File: src/rtl/rr_quantum_timer.sv
// Round-robin time-slice engine.
// Tracks the quantum of the running user process and drives the active PID.
// When the slice runs out it forces the kernel PID, pulses preempt for one
// cycle and then waits in EXPIRED until the kernel swap clears it.
module rr_quantum_timer #(
    parameter int QUANTUM    = 64,
    parameter int CW         = 8,
    parameter int PID_W      = 5,
    parameter int KERNEL_PID = 0
) (
    input  logic             clk,
    input  logic             reset,
    input  logic             kswap_clr,
    input  logic             timer_en,
    input  logic             block,
    input  logic [PID_W-1:0] pid_in,
    output logic [PID_W-1:0] pid_out,
    output logic             preempt,
    output logic             expired,
    output logic             running,
    output logic [CW-1:0]    count
);

    // The last counted cycle of a slice; the next RUN edge after this expires.
    localparam logic [CW-1:0]    LAST_COUNT = CW'(QUANTUM - 1);
    localparam logic [PID_W-1:0] KPID       = PID_W'(KERNEL_PID);

    typedef enum logic [1:0] {
        IDLE    = 2'd0,
        RUN     = 2'd1,
        HOLD    = 2'd2,
        EXPIRED = 2'd3
    } state_t;

    state_t state_reg;

    // Is the requested PID the kernel? The kernel is never time-sliced.
    logic pid_is_kernel;
    assign pid_is_kernel = (pid_in == KPID);

    // Slice FSM with all outputs registered alongside the state.
    always_ff @(posedge clk or negedge reset) begin
        if (!reset) begin
            state_reg <= IDLE;
            pid_out   <= KPID;
            count     <= '0;
            preempt   <= 1'b0;
            expired   <= 1'b0;
            running   <= 1'b0;
        end else begin
            // preempt is a single-cycle pulse unless the expiry branch sets it.
            preempt <= 1'b0;
            if (kswap_clr) begin
                // Kernel swap wins over everything, including a set-PID.
                state_reg <= IDLE;
                pid_out   <= KPID;
                count     <= '0;
                expired   <= 1'b0;
                running   <= 1'b0;
            end else begin
                case (state_reg)
                    IDLE: begin
                        if (timer_en) begin
                            pid_out <= pid_in;
                            count   <= '0;
                            if (pid_is_kernel) begin
                                state_reg <= IDLE;
                                running   <= 1'b0;
                            end else if (block) begin
                                state_reg <= HOLD;
                                running   <= 1'b1;
                            end else begin
                                state_reg <= RUN;
                                running   <= 1'b1;
                            end
                        end
                    end
                    RUN, HOLD: begin
                        if (timer_en) begin
                            // Re-issued set-PID restarts the slice from zero.
                            pid_out <= pid_in;
                            count   <= '0;
                            if (pid_is_kernel) begin
                                state_reg <= IDLE;
                                running   <= 1'b0;
                            end else if (block) begin
                                state_reg <= HOLD;
                                running   <= 1'b1;
                            end else begin
                                state_reg <= RUN;
                                running   <= 1'b1;
                            end
                        end else if (block) begin
                            // Blocking input: freeze the quantum where it is.
                            state_reg <= HOLD;
                        end else if (state_reg == HOLD) begin
                            // Leaving HOLD costs no count; counting resumes next cycle.
                            state_reg <= RUN;
                        end else if (count == LAST_COUNT) begin
                            state_reg <= EXPIRED;
                            pid_out   <= KPID;
                            count     <= '0;
                            preempt   <= 1'b1;
                            expired   <= 1'b1;
                            running   <= 1'b0;
                        end else begin
                            count <= count + CW'(1);
                        end
                    end
                    EXPIRED: begin
                        // Parked on the kernel PID until kswap_clr or reset.
                        state_reg <= EXPIRED;
                        pid_out   <= KPID;
                        expired   <= 1'b1;
                        running   <= 1'b0;
                    end
                    default: begin
                        state_reg <= IDLE;
                        pid_out   <= KPID;
                        count     <= '0;
                        expired   <= 1'b0;
                        running   <= 1'b0;
                    end
                endcase
            end
        end
    end

endmodule

File: config.mk
export PLATFORM = sky130hd
export DESIGN_NAME = rr_quantum_timer
export DESIGN_NICKNAME = d
export VERILOG_FILES = /design/src/rtl/rr_quantum_timer.sv
export SDC_FILE = /design/constraint.sdc
export NUM_CORES = 1
export LEC_CHECK = 0
export CELL_PAD_IN_SITES_DETAIL_PLACEMENT = 0
export CELL_PAD_IN_SITES_GLOBAL_PLACEMENT = 1
export CORE_ASPECT_RATIO = 0.75
export CORE_UTILIZATION = 36
export DETAILED_ROUTE_END_ITERATION = 8
export PLACE_DENSITY_LB_ADDON = 0.05
export SLEW_MARGIN = 20
export SYNTH_ARGS = -nofsm -noshare
export SYNTH_HDL_FRONTEND = slang
export SYNTH_SLANG_ARGS = --single-unit
File: constraint.sdc
create_clock -name clk -period 2.5 [get_ports clk]
set_input_delay 0.5 -clock clk [delete_from_list [all_inputs] [get_ports clk]]
set_output_delay 0.5 -clock clk [all_outputs]
set_load 0.05 [all_outputs]
# Yosys cells after proc, flatten, opt, wreduce, memory -nomap -nowiden
# Index checks and enable logic that the tools add are counted.
[totals] ff_bits=18 inputBits=10 out_inout_bits=16 wordCells=72
[op_classes] n_addsub=1 n_reduce_logical=9 mux=43 n_eq_ne=13
[ops] operator="$mux W8" count=6
[ops] operator="$mux W5" count=6
[ops] operator="$mux W1" count=18
[ops] operator="$mux W2" count=8
[ops] operator="$pmux W8 S2" count=1
[ops] operator="$ne A3 B3 Y1 const B" count=5
[ops] operator="$pmux W5 S3" count=1
[ops] operator="$ne A4 B4 Y1 const B" count=3
[ops] operator="$add A8 B1 Y8 const B" count=1
[ops] operator="$eq A8 B6 Y1 const B" count=1
[ops] operator="$reduce_and A4 Y1" count=2
[ops] operator="$ne A6 B6 Y1 const B" count=1
[ops] operator="$pmux W2 S3" count=1
[ops] operator="$reduce_bool A3 Y1" count=2
[ops] operator="$logic_not A5 Y1" count=1
[ops] operator="$reduce_and A5 Y1" count=1
[ops] operator="$eq A2 B2 Y1 const B" count=2
[ops] operator="$pmux W1 S3" count=1
[ops] operator="$eq A2 B1 Y1 const B" count=1
[ops] operator="$logic_not A2 Y1" count=1
[ops] operator="$pmux W1 S2" count=1
[ops] operator="$reduce_and A2 Y1" count=1
[ops] operator="$reduce_or A2 Y1" count=1

# Depth between registers and ports, before layout
[depth] word_depth=7 ltp_mapped=7 ltp_nobuf=6

# Least setup slack after synthesis
# No wires, ideal clock.
[synth_timing] path_kind="register to register" startpoint="reg state_reg[1]" endpoint="reg running" slack_ns=0.540 required_time_ns=2.375 setup_time_ns=0.125 synth_period_minus_slack_ns=1.960 n_path_buf=0 path_stages_with_launch=7 arrival_ns=1.835 cell_sequence="dfrtp_1 inv_1 ha_1 or3b_1 a31oi_4 a21oi_2 mux2_2"
[synth_between] elab_chain_len=4 word_cells_on_any_way=12 cone_classes="eq/ne: 7; mux: 2; reduce/logical: 3"
[synth_lines] element="start: declaration" line_no="35" text="state_t state_reg;"
[synth_lines] element="start signal: assignment" line_no="44" text="state_reg <= IDLE;"
[synth_lines] element="start signal: assignment" line_no="55" text="state_reg <= IDLE;"
[synth_lines] element="start signal: assignment" line_no="67" text="state_reg <= IDLE;"
[synth_lines] element="$eq A2 B2 Y1 or $eq A2 B1 Y1 (tied branches)" line_no="61, 96"
[synth_lines] element="$reduce_or A2 Y1" line_no="61" text="case (state_reg)"
[synth_lines] element="$ne A4 B4 Y1 (no source line) or $pmux W1 S3 (tied branches)"
[synth_lines] element="$reduce_and A4 Y1 (no source line) or $mux W1 (tied branches)"
[synth_lines] element="end signal: assignment" line_no="59" text="running <= 1'b0;"
[synth_lines] element="end signal: assignment" line_no="68" text="running <= 1'b0;"
[synth_lines] element="end signal: assignment" line_no="105" text="running <= 1'b0;"
[synth_lines] element="end: declaration" line_no="20" text="output logic running,"
# Parallel ways exist; a longest one is shown, timed or not.
# A chain may end at the register's enable or synchronous reset.

# Worst setup path in the final report
[layout_timing] startpoint="reg state_reg[0]" endpoint="reg count[5]"
[layout_between] elab_chain_len=4 word_cells_on_any_way=11 cone_classes="eq/ne: 5; mux: 2; reduce/logical: 4"
[layout_lines] element="$eq A2 B2 Y1 or $eq A2 B1 Y1 (tied branches)" line_no="61, 96"
[layout_lines] element="$reduce_or A2 Y1" line_no="61"
[layout_lines] element="$ne A4 B4 Y1 (no source line) (tied with other cells)"
[layout_lines] element="$reduce_and A4 Y1 (no source line) or $mux W8 (tied branches)"
[layout_lines] element="end signal: assignment" line_no="107" text="count <= count + CW'(1);"
[layout_lines] element="end: declaration" line_no="21" text="output logic [CW-1:0] count"
# Parallel ways exist; a longest one is shown, timed or not.

==> qor.yml <==
finish:
  area_delta_synth_final_pct: 33.8
  n_antenna_cell: 0
  largest_register_ffs: 8
  multi_input_area_um2: 542
  layout_common_cells: "clkdlybuf4s50_1, dfrtp_1, inv_1"
  fillers: 278
  final_common_cell: "clkdlybuf4s50_1"
  layout-drive-gt1-share: 0.0634
  ff_latch_area_um2: 450
  final_util: 0.523
  nets: 159
  finalNonFillerCells: 178
floorplanning:
  fp.dieH_um: 48.7
  start_util: 0.391
  dieWidth_um: 64.3
  core.rowCount: 16
  coreArea_mm2: 0.00268
  num_io_pins: 26
  die_area_mm2: 0.00313
pwr:
  p_leak_nw: 0.595
  power_density_mw_per_mm2: 686
  ir_drop_v: 0.000341
route:
  vias: 915
  drt-initial-drc-count: 47
  vias_per_cell: 5.14
  ant_nets: 0
  wl_per_cell_um: 13.5
  drtPass1Iterations: 4
  wirelength_um: 2410
  drcViolationCount: 0
sta:
  fin_crit_sh: 0.879
  setup_violations: 0
  hold_violations: 0
  max_slew_margin: 0.660
  finalCriticalPeriod_ps: 2200
  fin_skew_ps: 6.42
  slew_violations: 0
  setup-tns-final_ps: 0
  worst_pin_slew_ps: 508
  grt_setup_unrepaired: "no"
  max_freq_mhz: 455
placement:
  gp_routability_congestion: 0.835
  placed_cells: 174
  post-dp-hpwl_um: 1730
  portBuffers: 25
run_status:
  status: "complete, no violations"
worst_hold_path:
  hold_end: "running$_DFFE_PN0P_"
  worstHoldStart: "running$_DFFE_PN0P_"
  min_path_cells: 1
  hp-class: "reg -> reg"
grt:
  gr-total-overflow: 0
  grt_antenna_before_repair: 0
  grt_pass1_vias: 844
  grt_pass1_wl_um: 4000
  grt_use_total: 0.170
  grt_max_degree: 19
critical_path:
  regToRegStartpoint: "state_reg[0]$_DFFE_PN0P_"
  crit_fanout: 14
  regToRegEndpoint: "count[5]$_DFFE_PN0P_"
  worstPathRequired_ps: 2680
  crit_type: "reg -> reg"
  ff2ff_path_depth: 6
  startpoint: "state_reg[0]$_DFFE_PN0P_"
  setup.worst_path.start_class: "register"
  ff2ff_setup_slack_ps: 300
  cp_data_arrival_time_ps: 2380
  worstSetupEndpointType: "register"
synthesis:
  synth-seq-area-share: 0.430
  syn_avg_cell_area_um2: 9.36
  synthTopCellsByArea: "dfrtp_1, ha_1, mux2i_1, a21oi_1, inv_1"
  synth_nets: 128
  yosys.cell_types.count: 31
  yosysTopAreaCellShare: 0.430
  ys_warn_count: 0
  yosysTopAreaCell: "dfrtp_1"
  synth-seq-cells: 18
  netlist_instances: 112
  syn_area_mm2: 0.00105
clocking:
  cts_inserted_buffers: 3
  htreeDepth: 1
  clock-sinks: 18
  clk_latency_ps: 260
  post-cts-setup-buffers: 0
  cts_resized: 0
  clockRootBuffer: "clkbuf_8"
  cts_tree: "built"
  ctsHoldBuffers: 0
  clk_pin_slew_ps: 70
  cts_buffer_depth: 2
flow_run:
  cap_violations: 0
[report_power, final]
| part | leakage [nW] | internal, W | switching [W] |
|---|---|---|---|
| combinational | 0.322 | 0.000138 | 0.000233 |
| clock | 0.0288 | 0.000140 | 0.000106 |
| sequential | 0.244 | 0.000322 | 0.0000239 |
[worst max-delay path, cell delays in order (launching register included)]
cell and delay (ps):
dfrtp_1 380, inv_1 100, ha_1 250, or3_1 410
a21o_1 330, or4_1 500, a21oi_1 150
[kinds of logic after synthesis]
| logic type | Yosys count | synth area share |
|---|---|---|
| muxes | 6 | 0.0585 |
| and+or+nand+nor | 40 | 0.192 |
| DFF | 18 | 0.430 |
| adders and majority gates | 6 | 0.0716 |
| AOI/OAI and AO/OA | 28 | 0.186 |
| xor gates and xnor gates | 1 | 0.00835 |
| buffers and inverters | 13 | 0.0537 |
[cell type report]
cell class,instances,area share
multi-input combinational,81,0.386
sequential,18,0.321
timing repair buffer,27,0.189
clock buffer,4,0.0393
inverter,12,0.0321
tap,36,0.0321
[how the worst max path moves through the flow]
stage                           endpoint  slack, ps  cells after the start
floorplan            running$_DFFE_PN0P_        540                      6
global placement    count[5]$_DFFE_PN0P_        150                      5
detailed placement  count[5]$_DFFE_PN0P_        130                      5
CTS                 count[5]$_DFFE_PN0P_        320                      6
global route        count[5]$_DFFE_PN0P_        160                      6
finish              count[5]$_DFFE_PN0P_        300                      6
[Yosys cell counts]
library cell  count
a31oi_4           1
inv_1            12
mux2i_1           5
and3_1            1
nand2_1          10
o32ai_1           2
o31ai_1           1
or3_1             4
xnor2_1           1
a21oi_2           1
nand3_1           4
a211oi_1          1
a21oi_1           9
nor2_1           10
nor3_1            2
nand2b_1          2
or4_1             3
nor2b_1           1
a211o_1           1
a31oi_1           1
ha_1              6
a22o_1            3
mux2_2            1
a221oi_1          1
or3b_1            1
and4_1            1
a21o_1            1
dfrtp_1          18
nand4_1           1
o21ai_0           6
buf_6             1
[metal layers]
layer  vias to the layer above  global-route usage  part of all wire
li1                        462                   -                 -
met1                       421               0.255              0.53
met2                        27               0.226              0.40
met3                         5              0.0542             0.064
met4                         0              0.0556             0.012
met5                         -                   0                 0
[per-stage QoR]
stage          hold WS [ps]  total power, W  setup WS (ps)  cell area, um^2
2_1_floorplan           204        0.000610            540             1050
3_3_place_gp            494        0.000720            152             1350
3_5_place_dp            500        0.000720            129             1350
4_1_cts                 516        0.000973            319             1400
5_1_grt                 537         0.00102            155             1400
6_report                511        0.000962            302             1400
No activity file was read; power rests on OpenSTA's default activity.
